File: config.mk
export PLATFORM = sky130hd
export DESIGN_NAME = seg_reader_flat
export DESIGN_NICKNAME = d
export VERILOG_FILES = /design/src/rtl/seg_reader_if.sv /design/src/rtl/seg_reader.sv /design/src/flat_wrapper.sv
export SDC_FILE = /design/constraint.sdc
export NUM_CORES = 1
export LEC_CHECK = 0
export ABC_AREA = 1
export CAP_MARGIN = 20
export CORE_ASPECT_RATIO = 2
export CORE_MARGIN = 2
export CORE_UTILIZATION = 56
export CTS_CLUSTER_SIZE = 12
export DETAILED_ROUTE_END_ITERATION = 8
export GPL_TIMING_DRIVEN = 0
export HOLD_SLACK_MARGIN = 0.1
export PLACE_DENSITY_LB_ADDON = 0.08
export SETUP_SLACK_MARGIN = 0.05
export SLEW_MARGIN = 20
export SYNTH_ARGS = -nofsm -noshare
export SYNTH_HDL_FRONTEND = slang
export SYNTH_SLANG_ARGS = --single-unit
File: constraint.sdc
create_clock -name clk -period 2.39 [get_ports clk]
set_input_delay 0.717 -clock clk [delete_from_list [all_inputs] [get_ports clk]]
set_output_delay 0.717 -clock clk [all_outputs]
set_load 0.02 [all_outputs]
File: src/rtl/seg_reader_if.sv
// -----------------------------------------------------------------------------
// seg_reader_if
// Purpose : groups the sample strobe, the raw seven-segment bus and all
//           decoded/status outputs of seg_reader into one bundle.
// Signals :
//   sample_en        sample strobe (driven by master)
//   dec[6:0]         active-low seven-segment bus, bit6 = a ... bit0 = g
//   bcd[2:0]         last accepted digit 0..7
//   valid            one-cycle pulse on a newly accepted digit
//   step_up/down     one-cycle pulses for +1 / -1 changes
//   jump             one-cycle pulse for any other change
//   err              level, high while in FAULT
//   at_limit         level, high while LOCKED at 0 or 7
//   up_cnt/down_cnt  step pulse counters (only with SEG_READER_STATS_EN)
// Modports: master (stimulus side), slave (seg_reader side).
// Optional feature macro: SEG_READER_STATS_EN
// -----------------------------------------------------------------------------
interface seg_reader_if;
   logic       sample_en;
   logic [6:0] dec;
   logic [2:0] bcd;
   logic       valid;
   logic       step_up;
   logic       step_down;
   logic       jump;
   logic       err;
   logic       at_limit;
`ifdef SEG_READER_STATS_EN
   logic [7:0] up_cnt;
   logic [7:0] down_cnt;
`endif

   modport master (
      output sample_en,
      output dec,
      input  bcd,
      input  valid,
      input  step_up,
      input  step_down,
      input  jump,
      input  err,
      input  at_limit
`ifdef SEG_READER_STATS_EN
      ,
      input  up_cnt,
      input  down_cnt
`endif
   );

   modport slave (
      input  sample_en,
      input  dec,
      output bcd,
      output valid,
      output step_up,
      output step_down,
      output jump,
      output err,
      output at_limit
`ifdef SEG_READER_STATS_EN
      ,
      output up_cnt,
      output down_cnt
`endif
   );
endinterface

File: src/rtl/seg_reader.sv
// -----------------------------------------------------------------------------
// seg_reader
// Purpose : reads an asynchronous active-low seven-segment bus, synchronizes
//           it, debounces it over STABLE_CYCLES sample strobes, decodes digits
//           0..7 and reports accepted digits plus step/jump classification.
// Ports   :
//   clk    rising-edge clock
//   reset  asynchronous active-low reset
//   bus    seg_reader_if.slave (sample_en, dec in; bcd, valid, step_up,
//          step_down, jump, err, at_limit [, up_cnt, down_cnt] out)
// Parameter: STABLE_CYCLES (1..15) strobes a pattern must hold to be accepted.
// Optional feature macro: SEG_READER_STATS_EN adds saturating up_cnt/down_cnt.
// -----------------------------------------------------------------------------
module seg_reader #(
   parameter int unsigned STABLE_CYCLES = 4
) (
   input  logic        clk,
   input  logic        reset,
   seg_reader_if.slave bus
);
   localparam logic [3:0] LP_STABLE = 4'(STABLE_CYCLES);

   typedef enum logic [1:0] {
      S_INIT   = 2'd0,
      S_LOCKED = 2'd1,
      S_FAULT  = 2'd2
   } state_t;

   logic [6:0] r_sync1, r_sync2, r_cand;
   logic [3:0] r_cnt;
   state_t     r_state;
   logic [2:0] r_bcd;
   logic       r_valid, r_step_up, r_step_down, r_jump, r_err, r_at_limit;

   logic [6:0] w_cand_next;
   logic [3:0] w_cnt_next;
   logic       w_qual;
   logic       w_dec_ok;
   logic [2:0] w_dec_val;
   logic       w_is_up, w_is_down;
   state_t     w_state_next;
   logic [2:0] w_bcd_next;
   logic       w_valid_next, w_step_up_next, w_step_down_next, w_jump_next;
   logic       w_err_next, w_at_limit_next;

   // Stability filter: the qualify strobe fires only on the transition of the
   // count into STABLE_CYCLES, so a held pattern is reported once.
   always_comb begin
      w_cand_next = r_cand;
      w_cnt_next  = r_cnt;
      w_qual      = 1'b0;
      if (bus.sample_en) begin
         if (r_sync2 == r_cand) begin
            if (r_cnt < LP_STABLE) begin
               w_cnt_next = r_cnt + 4'd1;
               w_qual     = ((r_cnt + 4'd1) == LP_STABLE);
            end
         end else begin
            w_cand_next = r_sync2;
            w_cnt_next  = 4'd1;
            w_qual      = (LP_STABLE == 4'd1);
         end
      end
   end

   // Decode of the pattern being qualified (active-low segments).
   always_comb begin
      w_dec_ok  = 1'b1;
      w_dec_val = 3'd0;
      case (w_cand_next)
         7'h01:   w_dec_val = 3'd0;
         7'h4F:   w_dec_val = 3'd1;
         7'h12:   w_dec_val = 3'd2;
         7'h06:   w_dec_val = 3'd3;
         7'h4C:   w_dec_val = 3'd4;
         7'h24:   w_dec_val = 3'd5;
         7'h20:   w_dec_val = 3'd6;
         7'h0F:   w_dec_val = 3'd7;
         default: w_dec_ok  = 1'b0;
      endcase
   end

   // Widened compare so 7->0 and 0->7 never look like single steps.
   assign w_is_up   = ({1'b0, w_dec_val} == ({1'b0, r_bcd} + 4'd1));
   assign w_is_down = ({1'b0, r_bcd} == ({1'b0, w_dec_val} + 4'd1));

   // Next-state and registered-output logic.
   always_comb begin
      w_state_next     = r_state;
      w_bcd_next       = r_bcd;
      w_valid_next     = 1'b0;
      w_step_up_next   = 1'b0;
      w_step_down_next = 1'b0;
      w_jump_next      = 1'b0;
      if (w_qual) begin
         if (!w_dec_ok) begin
            w_state_next = S_FAULT;
         end else begin
            case (r_state)
               S_LOCKED: begin
                  if (w_dec_val != r_bcd) begin
                     w_bcd_next       = w_dec_val;
                     w_valid_next     = 1'b1;
                     w_step_up_next   = w_is_up;
                     w_step_down_next = w_is_down;
                     w_jump_next      = !w_is_up && !w_is_down;
                  end
               end
               default: begin
                  // INIT or FAULT: first accepted digit has no reference.
                  w_bcd_next   = w_dec_val;
                  w_valid_next = 1'b1;
                  w_state_next = S_LOCKED;
               end
            endcase
         end
      end
      w_err_next      = (w_state_next == S_FAULT);
      w_at_limit_next = (w_state_next == S_LOCKED) &&
                        ((w_bcd_next == 3'd0) || (w_bcd_next == 3'd7));
   end

   always_ff @(posedge clk or negedge reset) begin
      if (!reset) begin
         r_sync1     <= 7'h7F;
         r_sync2     <= 7'h7F;
         r_cand      <= 7'h7F;
         r_cnt       <= 4'd0;
         r_state     <= S_INIT;
         r_bcd       <= 3'd0;
         r_valid     <= 1'b0;
         r_step_up   <= 1'b0;
         r_step_down <= 1'b0;
         r_jump      <= 1'b0;
         r_err       <= 1'b0;
         r_at_limit  <= 1'b0;
      end else begin
         r_sync1     <= bus.dec;
         r_sync2     <= r_sync1;
         r_cand      <= w_cand_next;
         r_cnt       <= w_cnt_next;
         r_state     <= w_state_next;
         r_bcd       <= w_bcd_next;
         r_valid     <= w_valid_next;
         r_step_up   <= w_step_up_next;
         r_step_down <= w_step_down_next;
         r_jump      <= w_jump_next;
         r_err       <= w_err_next;
         r_at_limit  <= w_at_limit_next;
      end
   end

   assign bus.bcd       = r_bcd;
   assign bus.valid     = r_valid;
   assign bus.step_up   = r_step_up;
   assign bus.step_down = r_step_down;
   assign bus.jump      = r_jump;
   assign bus.err       = r_err;
   assign bus.at_limit  = r_at_limit;

`ifdef SEG_READER_STATS_EN
   logic [7:0] r_up_cnt, r_down_cnt;

   always_ff @(posedge clk or negedge reset) begin
      if (!reset) begin
         r_up_cnt   <= 8'd0;
         r_down_cnt <= 8'd0;
      end else begin
         if (w_step_up_next && (r_up_cnt != 8'hFF))
            r_up_cnt <= r_up_cnt + 8'd1;
         if (w_step_down_next && (r_down_cnt != 8'hFF))
            r_down_cnt <= r_down_cnt + 8'd1;
      end
   end

   assign bus.up_cnt   = r_up_cnt;
   assign bus.down_cnt = r_down_cnt;
`endif
endmodule

File: src/flat_wrapper.sv
// flat-port wrapper written by rule: the top's interface ports become plain ports
module seg_reader_flat 
#(
   parameter int unsigned STABLE_CYCLES = 4
)
  (clk, reset, bus_sample_en, bus_dec, bus_bcd, bus_valid, bus_step_up, bus_step_down, bus_jump, bus_err, bus_at_limit);
  seg_reader_if bus_i ();
  input  logic clk;
  input  logic reset;
  input wire logic [$bits(bus_i.sample_en)-1:0] bus_sample_en;
  input wire logic [$bits(bus_i.dec)-1:0] bus_dec;
  output wire logic [$bits(bus_i.bcd)-1:0] bus_bcd;
  output wire logic [$bits(bus_i.valid)-1:0] bus_valid;
  output wire logic [$bits(bus_i.step_up)-1:0] bus_step_up;
  output wire logic [$bits(bus_i.step_down)-1:0] bus_step_down;
  output wire logic [$bits(bus_i.jump)-1:0] bus_jump;
  output wire logic [$bits(bus_i.err)-1:0] bus_err;
  output wire logic [$bits(bus_i.at_limit)-1:0] bus_at_limit;
  assign bus_i.sample_en = bus_sample_en;
  assign bus_i.dec = bus_dec;
  assign bus_bcd = bus_i.bcd;
  assign bus_valid = bus_i.valid;
  assign bus_step_up = bus_i.step_up;
  assign bus_step_down = bus_i.step_down;
  assign bus_jump = bus_i.jump;
  assign bus_err = bus_i.err;
  assign bus_at_limit = bus_i.at_limit;
  seg_reader #(.STABLE_CYCLES(STABLE_CYCLES)) u_core (.clk(clk), .reset(reset), .bus(bus_i));
endmodule
==> results by group, run 1 <==
Critical path
  • Setup slack of the most critical reg-to-reg path: 220 ps
  • Startpoint type of the worst setup path: input port
  • Capturing element type of the critical path: flip-flop
  • Max FO, Critical Path: 10
  • Critical-path top delay cell: sky130_fd_sc_hd__ha_4
  • Cell breakdown of the critical path: buf_12 > buf_12 > nand2_4 > o21ai_2 > nor2_2 > nand3_2 > nand2_4 > inv_1 > nand2_2 > ha_4 > xnor2_2 > nand2_1 > nor2_1 > nand3_1 > nand2_1 > nor2_1
  • Required arrival time at the worst endpoint: 2570 ps
  • Maximum single-stage delay on the critical path: 220 ps
  • Type of the setup path with the least slack: input port to flip-flop
  • Arrival time reported for the critical path endpoint: 2430 ps

Placed design
  • Count of input and output buffers: 17
  • Number of cells after detailed placement: 264
  • Post-placement setup slack: -161.2 ps
  • Final HPWL DP: 2990 um
  • Placed inst area: 0.002202 mm2
  • Global placement routability congestion: 0.8643

STA
  • Setup tns final: 0 ps
  • Post-route clock period utilization: 0.9406
  • Slack of the critical path: 142.0 ps
  • Tightest slew margin relative to the limit: 0.8040
  • Setup Skew: 10.05 ps
  • Worst hold slack: 353.5 ps
  • Setup violation total in the final timing report: 0
  • Hold Fails Final Rpt: 0
  • Min cycle time layout: 2248 ps
  • Maximum clock rate: 444.8 MHz
  • Setup repair after global routing missed its margin: no
  • Worst-Margin Slew: 293.0 ps
  • Fin. max-slew vios: 0

Route
  • Vias post-DR: 1,447
  • Count of TritonRoute iterations in the first routing pass: 4
  • Routed via count divided by cell count: 5.281
  • WL/cell: 14.19 um
  • 1st-iter DRT viols: 20
  • WL final: 3887 um
  • Count of antenna-violating nets left after detailed routing: 0
  • Drc violations: 0

Layout
  • Design area: 0.002322 mm2
  • Share of the core filled with cells: 0.6951
  • Highest-count cells in the layout ignoring fill and taps: 50 x sky130_fd_sc_hd__nand2_1, 21 x sky130_fd_sc_hd__nor2_1, 21 x sky130_fd_sc_hd__dfstp_2
  • Diodes inserted: 0
  • Synth-to-Final Area Change: 19.82%
  • Most common cell after layout, fill and taps aside: sky130_fd_sc_hd__nand2_1
  • Fin nets: 254
  • Fraction of final layout cells sized beyond drive strength 1: 0.3430
  • Non-filler instance count after layout: 274

Synth
  • Cell area after synthesis: 0.001938 mm2
  • Register bit count reported by yosys: 36
  • Post-Syn Area per Cell: 9.057 um2
  • Synthesized Nets: 227
  • Number of distinct library cell variants in the gate-level netlist after synthesis: 29
  • Post-Syn Instances: 214
  • Synthesis Warnings: 0
  • Sequential element share of the synthesized area: 0.4784

Power and ir drop
  • Peak supply drop: 421.7 uV
  • Design Power: 1.286 mW
  • Ratio of total power to cell area: 553.9 mW/mm2
  • Leak Pwr: 1.096 nW

Global routing
  • Initial antenna violation count: 0
  • Met3 track demand over resource in global routing: 0.04564
  • Global routing met2 resource utilization: 0.4366
  • Global-route track usage on met1: 0.2218
  • Vias in the first global route: 1,549
  • Aggregate global routing overflow: 0
  • Global routing's busiest layer: met2
  • Overall routing resource usage: 0.2339
  • Global-route wire length before repair: 6658 um
  • Largest net degree at the start of global routing: 35

Clocking
  • Clock latency of the later-clocked register in the worst-skew pair: 290 ps
  • Clk root buf: sky130_fd_sc_hd__clkbuf_8
  • Clk buf depth: 2
  • Clock transition at the register clock pins on the worst setup and hold paths after CTS: 70 ps
  • TritonCTS clock tree: done
  • Number of CTS-inserted buffers: 5
  • H-tree lvl count: 2
  • Clock sink total: 36

Die
  • Chip height: 87.20 um
  • Total Die Area: 0.003976 mm2
  • Placeable core area: 0.003341 mm2
  • Die width: 45.60 um
  • Initial core utilization: 0.5801
  • Count of standard-cell rows: 30
  • Boundary pin count: 19

Hold path
  • Path category of the worst min-delay check: flip-flop to flip-flop

Job
  • Count of maximum capacitance violations: 0

Status
  • Status: complete, no violations
==> report_power, final <==
part	internal (mW)	leakage [nW]	total [mW]	switching, mW
combinational	0.0784	0.622	0.192	0.114
clock	0.203	0.0479	0.423	0.221
sequential	0.652	0.427	0.671	0.0186
total	0.933	1.10	1.29	0.353
==> kinds of logic after synthesis <==
logic type	Yosys count	synth area share
compound gates	10	0.03679
xor+xnor	12	0.05423
buf+inv	28	0.06908
fa+ha+maj	3	0.01937
flops	36	0.4784
simple gates	125	0.3422
==> worst paths after layout <==
| kind | endpoint | from | cells after the start |
|---|---|---|---|
| min in group asynchronous | u_core.r_sync2[2] | reset | 1 |
| min | u_core.r_sync2[5] | u_core.r_sync1[5] | 0 |
| min reg2reg | u_core.r_sync2[5] | u_core.r_sync1[5] | 0 |
| max in group asynchronous | u_core.r_cand[2] | reset | 2 |
| max reg2reg | u_core.bus.jump | u_core.r_cand[0] | 15 |
| max | u_core.bus.jump | bus_sample_en | 16 |
==> sequential cells by signal, indices dropped and copies added, names as in the netlist, 2 cells and up <==
| register | count |
|---|---|
| u_core.r_cand | 7 |
| u_core.r_sync1 | 7 |
| u_core.r_sync2 | 7 |
| u_core.r_cnt | 4 |
| u_core.bus.bcd | 3 |
| u_core.r_state | 2 |
==> cell usage after synthesis <==
| cell type | count | area, um2 |
|---|---|---|
| sky130_fd_sc_hd__ha_1 | 3 | 37.54 |
| sky130_fd_sc_hd__nand3_2 | 3 | 30.03 |
| sky130_fd_sc_hd__nor3_4 | 2 | 32.53 |
| sky130_fd_sc_hd__and3_1 | 1 | 6.260 |
| sky130_fd_sc_hd__nand4_1 | 3 | 18.77 |
| sky130_fd_sc_hd__dfrtp_1 | 15 | 375.4 |
| sky130_fd_sc_hd__xor2_1 | 2 | 17.52 |
| sky130_fd_sc_hd__dfstp_2 | 21 | 551.8 |
| sky130_fd_sc_hd__nor2_1 | 24 | 90.09 |
| sky130_fd_sc_hd__nand3_1 | 13 | 65.06 |
| sky130_fd_sc_hd__nand2_2 | 7 | 43.79 |
| sky130_fd_sc_hd__a21oi_2 | 1 | 8.760 |
| sky130_fd_sc_hd__nor2_4 | 3 | 33.78 |
| sky130_fd_sc_hd__o31ai_1 | 1 | 7.510 |
| sky130_fd_sc_hd__buf_12 | 1 | 20.02 |
| sky130_fd_sc_hd__inv_6 | 1 | 8.760 |
| sky130_fd_sc_hd__xnor2_1 | 10 | 87.58 |
| sky130_fd_sc_hd__nor2_2 | 6 | 37.54 |
| sky130_fd_sc_hd__inv_1 | 20 | 75.07 |
| sky130_fd_sc_hd__or2_0 | 1 | 6.260 |
| sky130_fd_sc_hd__nand2_4 | 8 | 90.09 |
| sky130_fd_sc_hd__nand2_1 | 52 | 195.2 |
| sky130_fd_sc_hd__buf_6 | 1 | 11.26 |
| sky130_fd_sc_hd__inv_2 | 5 | 18.77 |
| sky130_fd_sc_hd__o21ai_0 | 3 | 15.01 |
| sky130_fd_sc_hd__or2_2 | 1 | 6.260 |
| sky130_fd_sc_hd__o21ai_2 | 4 | 35.03 |
| sky130_fd_sc_hd__nand3b_1 | 1 | 7.510 |
| sky130_fd_sc_hd__a21oi_1 | 1 | 5.000 |
==> worst max-delay path, delay by kind of cell <==
kind | cells | cell delay [ps]
xor+xnor | 1 | 120
fa+ha+maj | 1 | 220
simple gates | 10 | 940
buf+inv | 3 | 330
compound gates | 1 | 100
==> metal layers <==
metal	wire length, um	vias up
met1	1386	699
met4	101	0
met5	0	-
li1	-	716
met3	87	10
met2	2312	22
==> what timing repair did <==
action / CTS / global route
hold buffers: 0 / 0
resized for setup: 0 / 3
endpoints found under the setup margin: 0 / 2
buffers inserted: 0 / 2
hold endpoints to repair: 0 / 0
==> cell type report <==
class	count	area, um2
fillers	268	1018
flip-flops and latches	36	927.1
multi-input cells	150	924.6
repair buffers	20	200.2
inverters	26	102.6
clock buffers	5	68.82
plain buffers	2	40.04
well taps	32	40.04
clock inverters	3	18.77
No activity file was read; power rests on OpenSTA's default activity.
==> run 2, diff against run 1 <==
- CAP_MARGIN: 20 -> unset
==> results of run 2 <==
No change in the layout: final DEF, timing and power equal those of run 1.
==> run 3, diff against run 2 <==
- CAP_MARGIN: unset -> 20
==> results of run 3 <==
No change in the layout: final DEF, timing and power equal those of run 1.
